==> src/rtl/dmem_arb_pkg.sv <==
// Shared types and helpers for the data-memory arbiter.
//   DMEM_BASE / DMEM_WORDS : default data-memory window (0x400, 256 words)
//   gnt_e                  : which master owns the memory port this cycle
//   addr_legal()           : window + word-alignment check
package dmem_arb_pkg;

    localparam logic [31:0] DMEM_BASE  = 32'h0000_0400;
    localparam int          DMEM_WORDS = 256;

    typedef enum logic [1:0] {
        GNT_NONE = 2'd0,
        GNT_CPU  = 2'd1,
        GNT_AUX  = 2'd2
    } gnt_e;

    // The window end is computed in 33 bits so a window touching the top of the
    // address space cannot wrap and admit addresses such as 32'hFFFF_FFFC.
    function automatic logic addr_legal(input logic [31:0] a,
                                        input logic [31:0] base,
                                        input int          words);
        logic [32:0] a33;
        logic [32:0] lo;
        logic [32:0] hi;
        a33 = {1'b0, a};
        lo  = {1'b0, base};
        hi  = lo + (33'(words) << 2);
        return (a[1:0] == 2'b00) && (a33 >= lo) && (a33 < hi);
    endfunction

endpackage

==> src/rtl/dmem_arbiter_if.sv <==
// Bus bundle between the two requesters (MEM stage, aux loader/debug), the
// single-port data memory and the arbiter.
//   cpu_*      : MEM-stage load/store request and same-cycle response
//   aux_*      : valid/ready request channel plus registered response
//   err_*      : sticky fault log
//   MemRead/MemWrite/addr/write_data/read_data : data-memory port
// Modports: master = requesters + memory side, slave = arbiter.
interface dmem_arbiter_if;

    logic        cpu_rd;
    logic        cpu_wr;
    logic [31:0] cpu_addr;
    logic [31:0] cpu_wdata;
    logic [31:0] cpu_rdata;
    logic        cpu_stall;
    logic        cpu_fault;

    logic        aux_valid;
    logic        aux_we;
    logic [31:0] aux_addr;
    logic [31:0] aux_wdata;
    logic        aux_ready;
    logic        aux_rvalid;
    logic [31:0] aux_rdata;
    logic        aux_err;

    logic [31:0] err_addr;
    logic        err_flag;

    logic        MemRead;
    logic        MemWrite;
    logic [31:0] addr;
    logic [31:0] write_data;
    logic [31:0] read_data;

    modport master (
        output cpu_rd, cpu_wr, cpu_addr, cpu_wdata,
        output aux_valid, aux_we, aux_addr, aux_wdata,
        output read_data,
        input  cpu_rdata, cpu_stall, cpu_fault,
        input  aux_ready, aux_rvalid, aux_rdata, aux_err,
        input  err_addr, err_flag,
        input  MemRead, MemWrite, addr, write_data
    );

    modport slave (
        input  cpu_rd, cpu_wr, cpu_addr, cpu_wdata,
        input  aux_valid, aux_we, aux_addr, aux_wdata,
        input  read_data,
        output cpu_rdata, cpu_stall, cpu_fault,
        output aux_ready, aux_rvalid, aux_rdata, aux_err,
        output err_addr, err_flag,
        output MemRead, MemWrite, addr, write_data
    );

endinterface

==> src/rtl/dmem_starve_ctr.sv <==
// Aux starvation counter. Counts consecutive cycles in which the aux master
// is waiting without being accepted and raises force_aux once the count has
// reached STARVE_LIMIT, so the aux master never waits more than that.
//   clk, reset : clock, synchronous active-high reset
//   aux_valid  : aux request pending
//   aux_ready  : aux request accepted this cycle
//   force_aux  : aux must be granted this cycle
module dmem_starve_ctr #(
    parameter int STARVE_LIMIT = 4
) (
    input  logic clk,
    input  logic reset,
    input  logic aux_valid,
    input  logic aux_ready,
    output logic force_aux
);

    localparam int            CW    = $clog2(STARVE_LIMIT + 1);
    localparam logic [CW-1:0] LIMIT = CW'(STARVE_LIMIT);

    logic [CW-1:0] wait_cnt;

    always_ff @(posedge clk) begin
        if (reset) begin
            wait_cnt <= '0;
        end else if (!aux_valid || aux_ready) begin
            wait_cnt <= '0;
        end else if (wait_cnt != LIMIT) begin
            wait_cnt <= wait_cnt + CW'(1);
        end
    end

    assign force_aux = aux_valid && (wait_cnt == LIMIT);

endmodule

==> src/rtl/dmem_arbiter.sv <==
// Data-memory arbiter: shares the single-port data memory between the MEM
// stage (priority, zero latency) and an aux master (valid/ready, one-cycle
// registered response). Illegal (out-of-window or misaligned) accesses never
// strobe the memory; they are reported and the first one is logged.
//   clk, reset : clock, synchronous active-high reset
//   bus        : dmem_arbiter_if.slave (CPU, aux, fault log, memory port)
module dmem_arbiter
    import dmem_arb_pkg::*;
#(
    parameter logic [31:0] BASE_ADDR    = DMEM_BASE,
    parameter int          WORDS        = DMEM_WORDS,
    parameter int          STARVE_LIMIT = 4
) (
    input  logic          clk,
    input  logic          reset,
    dmem_arbiter_if.slave bus
);

    gnt_e        gnt;
    logic        cpu_act;
    logic        force_aux;
    logic        sel_rd;
    logic        sel_wr;
    logic        sel_legal;
    logic [31:0] sel_addr;
    logic [31:0] sel_wdata;

    logic        rsp_vld_p1;
    logic        rsp_err_p1;
    logic [31:0] rsp_data_p1;
    logic        err_flag_q;
    logic [31:0] err_addr_q;

    assign cpu_act = bus.cpu_rd | bus.cpu_wr;

    dmem_starve_ctr #(
        .STARVE_LIMIT(STARVE_LIMIT)
    ) u_starve (
        .clk      (clk),
        .reset    (reset),
        .aux_valid(bus.aux_valid),
        .aux_ready(bus.aux_ready),
        .force_aux(force_aux)
    );

    // A starved aux master overrides the CPU; otherwise CPU has priority.
    always_comb begin
        gnt = GNT_NONE;
        if (!reset) begin
            if (force_aux) begin
                gnt = GNT_AUX;
            end else if (cpu_act) begin
                gnt = GNT_CPU;
            end else if (bus.aux_valid) begin
                gnt = GNT_AUX;
            end
        end
    end

    always_comb begin
        sel_addr  = '0;
        sel_wdata = '0;
        sel_rd    = 1'b0;
        sel_wr    = 1'b0;
        case (gnt)
            GNT_CPU: begin
                sel_addr  = bus.cpu_addr;
                sel_wdata = bus.cpu_wdata;
                sel_rd    = bus.cpu_rd;
                sel_wr    = bus.cpu_wr;
            end
            GNT_AUX: begin
                sel_addr  = bus.aux_addr;
                sel_wdata = bus.aux_wdata;
                sel_rd    = ~bus.aux_we;
                sel_wr    = bus.aux_we;
            end
            default: begin
                sel_addr  = '0;
                sel_wdata = '0;
                sel_rd    = 1'b0;
                sel_wr    = 1'b0;
            end
        endcase
    end

    assign sel_legal = addr_legal(sel_addr, BASE_ADDR, WORDS);

    assign bus.addr       = sel_addr;
    assign bus.write_data = sel_wdata;
    assign bus.MemRead    = sel_rd & sel_legal;
    assign bus.MemWrite   = sel_wr & sel_legal;

    assign bus.aux_ready  = (gnt == GNT_AUX);
    assign bus.cpu_stall  = (gnt == GNT_AUX) & cpu_act;
    assign bus.cpu_fault  = (gnt == GNT_CPU) & ~sel_legal;
    assign bus.cpu_rdata  = ((gnt == GNT_CPU) & bus.cpu_rd & sel_legal) ? bus.read_data : '0;

    // ---- p1: aux response register ----
    // Legal writes are silent; reads and any illegal op produce one pulse.
    // Faulted ops leave the previous read data in place.
    always_ff @(posedge clk) begin
        if (reset) begin
            rsp_vld_p1  <= 1'b0;
            rsp_err_p1  <= 1'b0;
            rsp_data_p1 <= '0;
        end else begin
            rsp_vld_p1 <= bus.aux_ready & (~bus.aux_we | ~sel_legal);
            rsp_err_p1 <= bus.aux_ready & ~sel_legal;
            if (bus.aux_ready & ~bus.aux_we & sel_legal) begin
                rsp_data_p1 <= bus.read_data;
            end
        end
    end

    // ---- p1: sticky fault log (first fault wins) ----
    always_ff @(posedge clk) begin
        if (reset) begin
            err_flag_q <= 1'b0;
            err_addr_q <= '0;
        end else if (!err_flag_q && (gnt != GNT_NONE) && !sel_legal) begin
            err_flag_q <= 1'b1;
            err_addr_q <= sel_addr;
        end
    end

    // A response pulse still pending when reset rises is suppressed at once.
    assign bus.aux_rvalid = rsp_vld_p1 & ~reset;
    assign bus.aux_err    = rsp_err_p1 & ~reset;
    assign bus.aux_rdata  = rsp_data_p1;
    assign bus.err_flag   = err_flag_q;
    assign bus.err_addr   = err_addr_q;

endmodule
==> src/flat_wrapper.sv <==
// flat-port wrapper written by rule: the top's interface ports become plain ports
module dmem_arbiter_flat import dmem_arb_pkg::*;
#(
    parameter logic [31:0] BASE_ADDR    = DMEM_BASE,
    parameter int          WORDS        = DMEM_WORDS,
    parameter int          STARVE_LIMIT = 4
)
  (clk, reset, bus_cpu_rd, bus_cpu_wr, bus_cpu_addr, bus_cpu_wdata, bus_aux_valid, bus_aux_we, bus_aux_addr, bus_aux_wdata, bus_read_data, bus_cpu_rdata, bus_cpu_stall, bus_cpu_fault, bus_aux_ready, bus_aux_rvalid, bus_aux_rdata, bus_aux_err, bus_err_addr, bus_err_flag, bus_MemRead, bus_MemWrite, bus_addr, bus_write_data);
  dmem_arbiter_if bus_i ();
  input  logic clk;
  input  logic reset;
  input wire logic [$bits(bus_i.cpu_rd)-1:0] bus_cpu_rd;
  input wire logic [$bits(bus_i.cpu_wr)-1:0] bus_cpu_wr;
  input wire logic [$bits(bus_i.cpu_addr)-1:0] bus_cpu_addr;
  input wire logic [$bits(bus_i.cpu_wdata)-1:0] bus_cpu_wdata;
  input wire logic [$bits(bus_i.aux_valid)-1:0] bus_aux_valid;
  input wire logic [$bits(bus_i.aux_we)-1:0] bus_aux_we;
  input wire logic [$bits(bus_i.aux_addr)-1:0] bus_aux_addr;
  input wire logic [$bits(bus_i.aux_wdata)-1:0] bus_aux_wdata;
  input wire logic [$bits(bus_i.read_data)-1:0] bus_read_data;
  output wire logic [$bits(bus_i.cpu_rdata)-1:0] bus_cpu_rdata;
  output wire logic [$bits(bus_i.cpu_stall)-1:0] bus_cpu_stall;
  output wire logic [$bits(bus_i.cpu_fault)-1:0] bus_cpu_fault;
  output wire logic [$bits(bus_i.aux_ready)-1:0] bus_aux_ready;
  output wire logic [$bits(bus_i.aux_rvalid)-1:0] bus_aux_rvalid;
  output wire logic [$bits(bus_i.aux_rdata)-1:0] bus_aux_rdata;
  output wire logic [$bits(bus_i.aux_err)-1:0] bus_aux_err;
  output wire logic [$bits(bus_i.err_addr)-1:0] bus_err_addr;
  output wire logic [$bits(bus_i.err_flag)-1:0] bus_err_flag;
  output wire logic [$bits(bus_i.MemRead)-1:0] bus_MemRead;
  output wire logic [$bits(bus_i.MemWrite)-1:0] bus_MemWrite;
  output wire logic [$bits(bus_i.addr)-1:0] bus_addr;
  output wire logic [$bits(bus_i.write_data)-1:0] bus_write_data;
  assign bus_i.cpu_rd = bus_cpu_rd;
  assign bus_i.cpu_wr = bus_cpu_wr;
  assign bus_i.cpu_addr = bus_cpu_addr;
  assign bus_i.cpu_wdata = bus_cpu_wdata;
  assign bus_i.aux_valid = bus_aux_valid;
  assign bus_i.aux_we = bus_aux_we;
  assign bus_i.aux_addr = bus_aux_addr;
  assign bus_i.aux_wdata = bus_aux_wdata;
  assign bus_i.read_data = bus_read_data;
  assign bus_cpu_rdata = bus_i.cpu_rdata;
  assign bus_cpu_stall = bus_i.cpu_stall;
  assign bus_cpu_fault = bus_i.cpu_fault;
  assign bus_aux_ready = bus_i.aux_ready;
  assign bus_aux_rvalid = bus_i.aux_rvalid;
  assign bus_aux_rdata = bus_i.aux_rdata;
  assign bus_aux_err = bus_i.aux_err;
  assign bus_err_addr = bus_i.err_addr;
  assign bus_err_flag = bus_i.err_flag;
  assign bus_MemRead = bus_i.MemRead;
  assign bus_MemWrite = bus_i.MemWrite;
  assign bus_addr = bus_i.addr;
  assign bus_write_data = bus_i.write_data;
  dmem_arbiter #(.BASE_ADDR(BASE_ADDR), .WORDS(WORDS), .STARVE_LIMIT(STARVE_LIMIT)) u_core (.clk(clk), .reset(reset), .bus(bus_i));
endmodule
==> config.mk <==
export PLATFORM = sky130hd
export DESIGN_NAME = dmem_arbiter_flat
export DESIGN_NICKNAME = d
export VERILOG_FILES = /design/src/rtl/dmem_arb_pkg.sv /design/src/rtl/dmem_arbiter_if.sv /design/src/rtl/dmem_starve_ctr.sv /design/src/rtl/dmem_arbiter.sv /design/src/flat_wrapper.sv
export SDC_FILE = /design/constraint.sdc
export NUM_CORES = 1
export LEC_CHECK = 0
export ABC_AREA = 0
export CAP_MARGIN = 10
export CORE_AREA = 2 2 128 130
export CTS_CLUSTER_SIZE = 12
export DETAILED_ROUTE_END_ITERATION = 12
export DIE_AREA = 0 0 130 132
export GPL_ROUTABILITY_DRIVEN = 0
export GPL_TIMING_DRIVEN = 0
export PLACE_DENSITY = 0.7
export REMOVE_ABC_BUFFERS = 1
export SLEW_MARGIN = 0
export SYNTH_ARGS = -nofsm -noshare
export SYNTH_HDL_FRONTEND = slang
export SYNTH_HIERARCHICAL = 1
export SYNTH_SLANG_ARGS = --single-unit
==> constraint.sdc <==
create_clock -name clk -period 7.2 [get_ports clk]
set_input_delay 1.44 -clock clk [delete_from_list [all_inputs] [get_ports clk]]
set_output_delay 1.44 -clock clk [all_outputs]
set_load 0.1 [all_outputs]
==> results of run 1 <==
## cells in the mapped netlist (all sizes together) (3+ instances only)
library cell,count,area share [%]
dfxtp,70,30
nor2,66,5.3
a22oi,65,11
nand2b,64,8.6
nor2b,37,5.0
and2,35,4.7
nor3,35,3.9
clkbuf,32,2.7
mux2,32,10
mux2i,32,6.9
buf,18,3.8
a21oi,6,0.64
ha,5,1.3
inv,5,0.40
nand3,3,0.32
## layout make-up
cell class	count	area share [%]
flip-flops and latches	70	17.0
multi-input cells	404	35.9
clock buffers	10	2.89
well taps	216	3.27
clock inverters	5	0.711
inverters	5	0.227
repair buffers	340	40.1
## sequential cells by signal, indices dropped and copies added (netlist names)
| signal | cells |
|---|---|
| u_core/bus.aux_rdata | 32 |
| u_core/bus.err_addr | 32 |
| u_core/bus.err_flag | 1 |
| u_core/rsp_err_p1 | 1 |
| u_core/rsp_vld_p1 | 1 |
| u_core/u_starve/wait_cnt | 3 |
## kinds of logic after synthesis
| logic type | Yosys count | share of synthesized area, % |
|---|---|---|
| AND/OR/NAND/NOR | 251 | 30.7 |
| AO/OA/AOI/OAI | 84 | 14.0 |
| flip-flops | 70 | 30.1 |
| multiplexers | 64 | 17.0 |
| buffers and inverters | 55 | 6.87 |
| adder cells (fa/ha/maj) | 5 | 1.34 |
## through the flow
step	instance area [µm²]	util [%]	worst slack (ns)	setup TNS (ns)
2_1_floorplan	4360	-	-2.13	-65.06
3_3_place_gp	7970	50.7	-5.63	-686.82
4_1_cts	8460	53.9	0.0302	0
5_1_grt	8270	52.6	0.00594	0
3_5_place_dp	8120	51.7	-0.940	-28.96
6_report	8270	52.6	0.234	0
## where the power goes
group	internal, W	switching [W]	total, W	leakage [nW]
clock network	0.000276	0.000167	0.000443	0.141
logic	0.000167	0.000265	0.000431	2.33
registers	0.000392	0.00000282	0.000395	0.565
total	0.000835	0.000435	0.00127	3.03
## per-layer routing
metal  track usage [%]  routed length (µm)  up-vias
met3              5.97                1650       12
met1              22.1                6810     2185
met5                 0                   0        -
met4              4.78                 221        0
li1                  -                   -     2429
met2              34.8                8750      222
## tightest hold or removal path, delay by kind of cell, from the launching register on
kind | cells | cell delay (ns)
mux | 1 | 0.06
flops | 1 | 0.31
simple gates | 1 | 0.06
## final timing paths
path	from	endpoint	slack, ns	depth (start not counted)
setup / recovery	bus_aux_valid	bus_cpu_rdata[23]	0.23	12
hold / removal	u_core/bus.aux_rdata[21]$_SDFFE_PP0P_	u_core/bus.aux_rdata[21]$_SDFFE_PP0P_	0.47	2
setup reg to reg	u_core/u_starve/wait_cnt[0]$_SDFFE_PP0P_	u_core/bus.err_addr[0]$_SDFFE_PP0P_	2.62	12
hold reg to reg	u_core/bus.aux_rdata[21]$_SDFFE_PP0P_	u_core/bus.aux_rdata[21]$_SDFFE_PP0P_	0.47	2
==> results_dict.tcl, run 1 <==
set metrics [dict create \
    die_h_um 132 \
    multi_input_area_um2 2970 \
    antenna_left 0 \
    setup_viol 0 \
    cts_tree "built" \
    ys_types 40 \
    crit_buf_inv 4 \
    yosys_warnings 6 \
    period_needed_ns 6.97 \
    overflow 0 \
    cp-start-kind "input port" \
    layout.nets 1001 \
    grt_usage_pct 19.4 \
    cts_setup_buffers 0 \
    total_power_w 0.00127 \
    cts.sinks 70 \
    grt_max_degree 84 \
    htreeDepth 3 \
    syn2layout_area_growth_pct 77.3 \
    nFillCells 1501 \
    synth_flop_cell "dfxtp_1" \
    hold_class "flop to flop" \
    grt_first_pass_wirelength_mm 26.0 \
    worstPathArrival_ns 5.53 \
    cts_root_buf "clkbuf_16" \
    vias 4848 \
    diodes 0 \
    clk_pin_slew_worst_paths_ns 0.05 \
    status "finished, final reports clean" \
    layout_common_cells "297 x clkdlybuf4s50_1, 70 x dfxtp_1, 66 x nor2_1, 64 x nand2b_1, 62 x a22oi_1" \
    ios 334 \
    place_inst 1035 \
    drive_gt1_share_pct 13.1 \
    p_leak_nw 3.03 \
    die_w_um 130 \
    hold_viol 0 \
    holdBufCountCts 0 \
    synth_edf_count 0 \
    clkLatencyLatePin_ns 0.32 \
    clock_path_buffers 2 \
    tightest_slew_ns 1.06 \
    dieArea_um2 17200 \
    wl_per_cell_um 16.6 \
    antenna_found_initial 1 \
    stdcell_count 1050 \
    synth.ff_latch_count 70 \
    dr.pass1.iters 4 \
    drt-vias-per-instance 4.62 \
    regArea_um2 1400 \
    row_count 46 \
    peakVddDrop_v 0.000114 \
    synth-seq-area-share_pct 30.1 \
    p_per_area_nw_per_um2 154 \
    critPathKind "input port to output pin" \
    fmax_mhz 144 \
    critical_path.max_stage_delay_ns 0.50 \
    routed_wl_mm 17.4 \
    skew_ns 0.00594 \
    core_area_um2 15700 \
    syn_area_per_cell_um2 8.82 \
    grt_pass1_vias 4709 \
    crit_fanout 51 \
    worstPathRequired_ns 5.76 \
    async_flop_share_pct 0 \
    rsz0062_at_grt "no" \
    timing.slew.headroom_pct 29.4 \
    drv_slew 0 \
    drt_iter0_markers 166 \
    synthCells 529 \
    dp_hpwl_mm 13.4 \
    syn-cell-area_um2 4660 \
    cap_violations 0 \
    io_buffers 333 \
    final_common_cell "clkdlybuf4s50_1" \
    drc 0 \
    endpoint_kind "output pin" \
    hold_ws_ns 0.470 \
    crit_slowest_cell "and4_4" \
    path_cells "clkdlybuf4s50_1 -> and3_2 -> nor3_1 -> inv_1 -> ha_2 -> buf_12 -> a22oi_1 -> a21oi_1 -> nor4_4 -> and4_4 -> and2_1 -> buf_2" \
    path_delay_family "simple AND/OR/NAND/NOR gates" \
    floorplan.initialDensity_pct 29.7 \
    fin_crit_sh_pct 96.7 \
    numCtsBuffers 9 \
    cts_resized 104 \
]
No activity file was read; power rests on OpenSTA's default activity.
==> inputs of run 2 (changes only) <==
--- a/config.mk
+++ b/config.mk
@@ -7,10 +7,10 @@
 export LEC_CHECK = 0
 export ABC_AREA = 0
 export CAP_MARGIN = 10
-export CORE_AREA = 2 2 128 130
+export CORE_AREA = 3 3 129 131
 export CTS_CLUSTER_SIZE = 12
 export DETAILED_ROUTE_END_ITERATION = 12
-export DIE_AREA = 0 0 130 132
+export DIE_AREA = 0 0 132 134
 export GPL_ROUTABILITY_DRIVEN = 0
 export GPL_TIMING_DRIVEN = 0
 export PLACE_DENSITY = 0.7
==> run 2 against run 1 <==
  * Hold slack got worse by 0.00089 ns
  * Sequential cell count did not move
  * Clock skew is 0.0015 ns lower
  * Worst setup slack gained 0.033 ns
  * Global-route usage down 0.52 points
  * Clock power is 6.1% higher
  * Critical path depth unchanged
  * Clock-buffer cell count down 1
==> results_dict.tcl, run 2 (synthesis gave the netlist of run 1 again) <==
set metrics [dict create \
    status "finished, final reports clean" \
    numCtsBuffers 9 \
    row_count 46 \
    crit_fanout 49 \
    period_needed_ns 6.93 \
    overflow 0 \
    p_leak_nw 3.03 \
    stdcell_count 1049 \
    nFillCells 1569 \
    cts_setup_buffers 0 \
    layout_common_cells "297 x clkdlybuf4s50_1, 70 x dfxtp_1, 66 x nor2_1, 64 x nand2b_1, 63 x a22oi_1" \
    io_buffers 333 \
    rsz0062_at_grt "no" \
    grt_usage_pct 18.8 \
    peakVddDrop_v 0.000120 \
    total_power_w 0.00129 \
    seqPwrFrac_pct 30.5 \
    worstPathRequired_ns 5.76 \
    cts_root_buf "clkbuf_16" \
    grt_pass1_vias 4785 \
    dr.pass1.iters 4 \
    endpoint_kind "output pin" \
    grt_first_pass_wirelength_mm 26.5 \
    timing.slew.headroom_pct 29.2 \
    final_common_cell "clkdlybuf4s50_1" \
    fin_crit_sh_pct 96.3 \
    core_area_um2 15700 \
    dp_hpwl_mm 13.5 \
    p_per_area_nw_per_um2 157 \
    skew_ns 0.00440 \
    cts_tree "built" \
    cp-start-kind "input port" \
    clkLatencyLatePin_ns 0.33 \
    wl_per_cell_um 16.7 \
    power.share.clock_pct 36.3 \
    place_inst 1034 \
    drt-vias-per-instance 4.65 \
    drt_iter0_markers 205 \
    hold_viol 0 \
    setup_viol 0 \
    cap_violations 0 \
    dieArea_um2 17700 \
    antenna_found_initial 0 \
    combinationalPowerShare_pct 33.2 \
    floorplan.initialDensity_pct 29.7 \
    ios 334 \
    worstPathArrival_ns 5.49 \
    die_w_um 132 \
    p_int_w 0.000859 \
    routed_wl_mm 17.5 \
    drive_gt1_share_pct 12.8 \
    fmax_mhz 144 \
    vias 4881 \
    switching_power_w 0.000436 \
    htreeDepth 3 \
    drv_slew 0 \
    tightest_slew_ns 1.06 \
    holdBufCountCts 0 \
    swShare_pct 33.7 \
    grt_max_degree 84 \
    hold_ws_ns 0.469 \
    hold_class "flop to flop" \
    clk_pin_slew_worst_paths_ns 0.05 \
    die_h_um 134 \
    drc 0 \
    antenna_left 0 \
    syn2layout_area_growth_pct 77.0 \
    critPathKind "input port to output pin" \
    layout.nets 1000 \
    diodes 0 \
    clock_path_buffers 2 \
    cts.sinks 70 \
]
-- run 2: final timing paths --
path,from,end,slack [ns],depth (start not counted)
worst max-delay path,bus_aux_valid,bus_cpu_rdata[31],0.27,12
worst min-delay path,u_core/bus.aux_rdata[7]$_SDFFE_PP0P_,u_core/bus.aux_rdata[7]$_SDFFE_PP0P_,0.47,2
worst max register to register,u_core/u_starve/wait_cnt[0]$_SDFFE_PP0P_,u_core/bus.err_addr[28]$_SDFFE_PP0P_,2.55,12
worst min register to register,u_core/bus.aux_rdata[7]$_SDFFE_PP0P_,u_core/bus.aux_rdata[7]$_SDFFE_PP0P_,0.47,2
-- run 2: what timing repair did --
| item | CTS | global route |
|---|---|---|
| gates resized for setup | 102 | 68 |
| setup endpoints to repair | 35 | 34 |
| pin swaps | 0 | 1 |
-- run 2: area by class of cell --
cell class / count / area, µm² / share of cell area (%)
repair buffers: 339 / 3290 / 39.9
well taps: 216 / 270 / 3.27
flip-flops and latches: 70 / 1400 / 17.0
multi-input cells: 404 / 2960 / 35.9
clock inverters: 6 / 87.6 / 1.06
clock buffers: 9 / 225 / 2.73
inverters: 5 / 18.8 / 0.227
-- run 2: power by group through the flow --
stage	Combinational [W]	Sequential [W]	Clock (W)
6_report	0.000430	0.000395	0.000470
4_1_cts	0.000433	0.000395	0.000488
3_3_place_gp	0.000425	0.000403	0
2_1_floorplan	0.000221	0.000433	0
5_1_grt	0.000450	0.000395	0.000503
3_5_place_dp	0.000432	0.000404	0
-- run 2: worst max-delay path: stages --
cell and delay (ns):
clkdlybuf4s50_1 0.43, and3_2 0.23, nor3_1 0.40, inv_1 0.13
ha_2 0.41, buf_12 0.26, a22oi_1 0.38, a21oi_1 0.18
nor4_4 0.47, and4_4 0.49, and2_1 0.19, buf_2 0.42
-- run 2: metrics by stage --
step                      instance area, µm²  setup WS [ns]  util [%]  setup TNS, ns
after global routing                    8250         0.0241      52.5              0
after detailed placement                8110         -0.878      51.6         -27.73
after global placement                  7970          -5.60      50.7        -674.21
after floorplan                         4360          -2.13         -         -65.06
final                                   8250          0.267      52.5              0
after CTS                               8460        0.00345      53.9              0
-- run 2: per-layer routing --
metal | GRT usage [%] | share of wire, %
met2 | 33.7 | 50
met3 | 6.00 | 8.3
met4 | 6.88 | 2.3
met1 | 21.0 | 40
met5 | 0 | 0
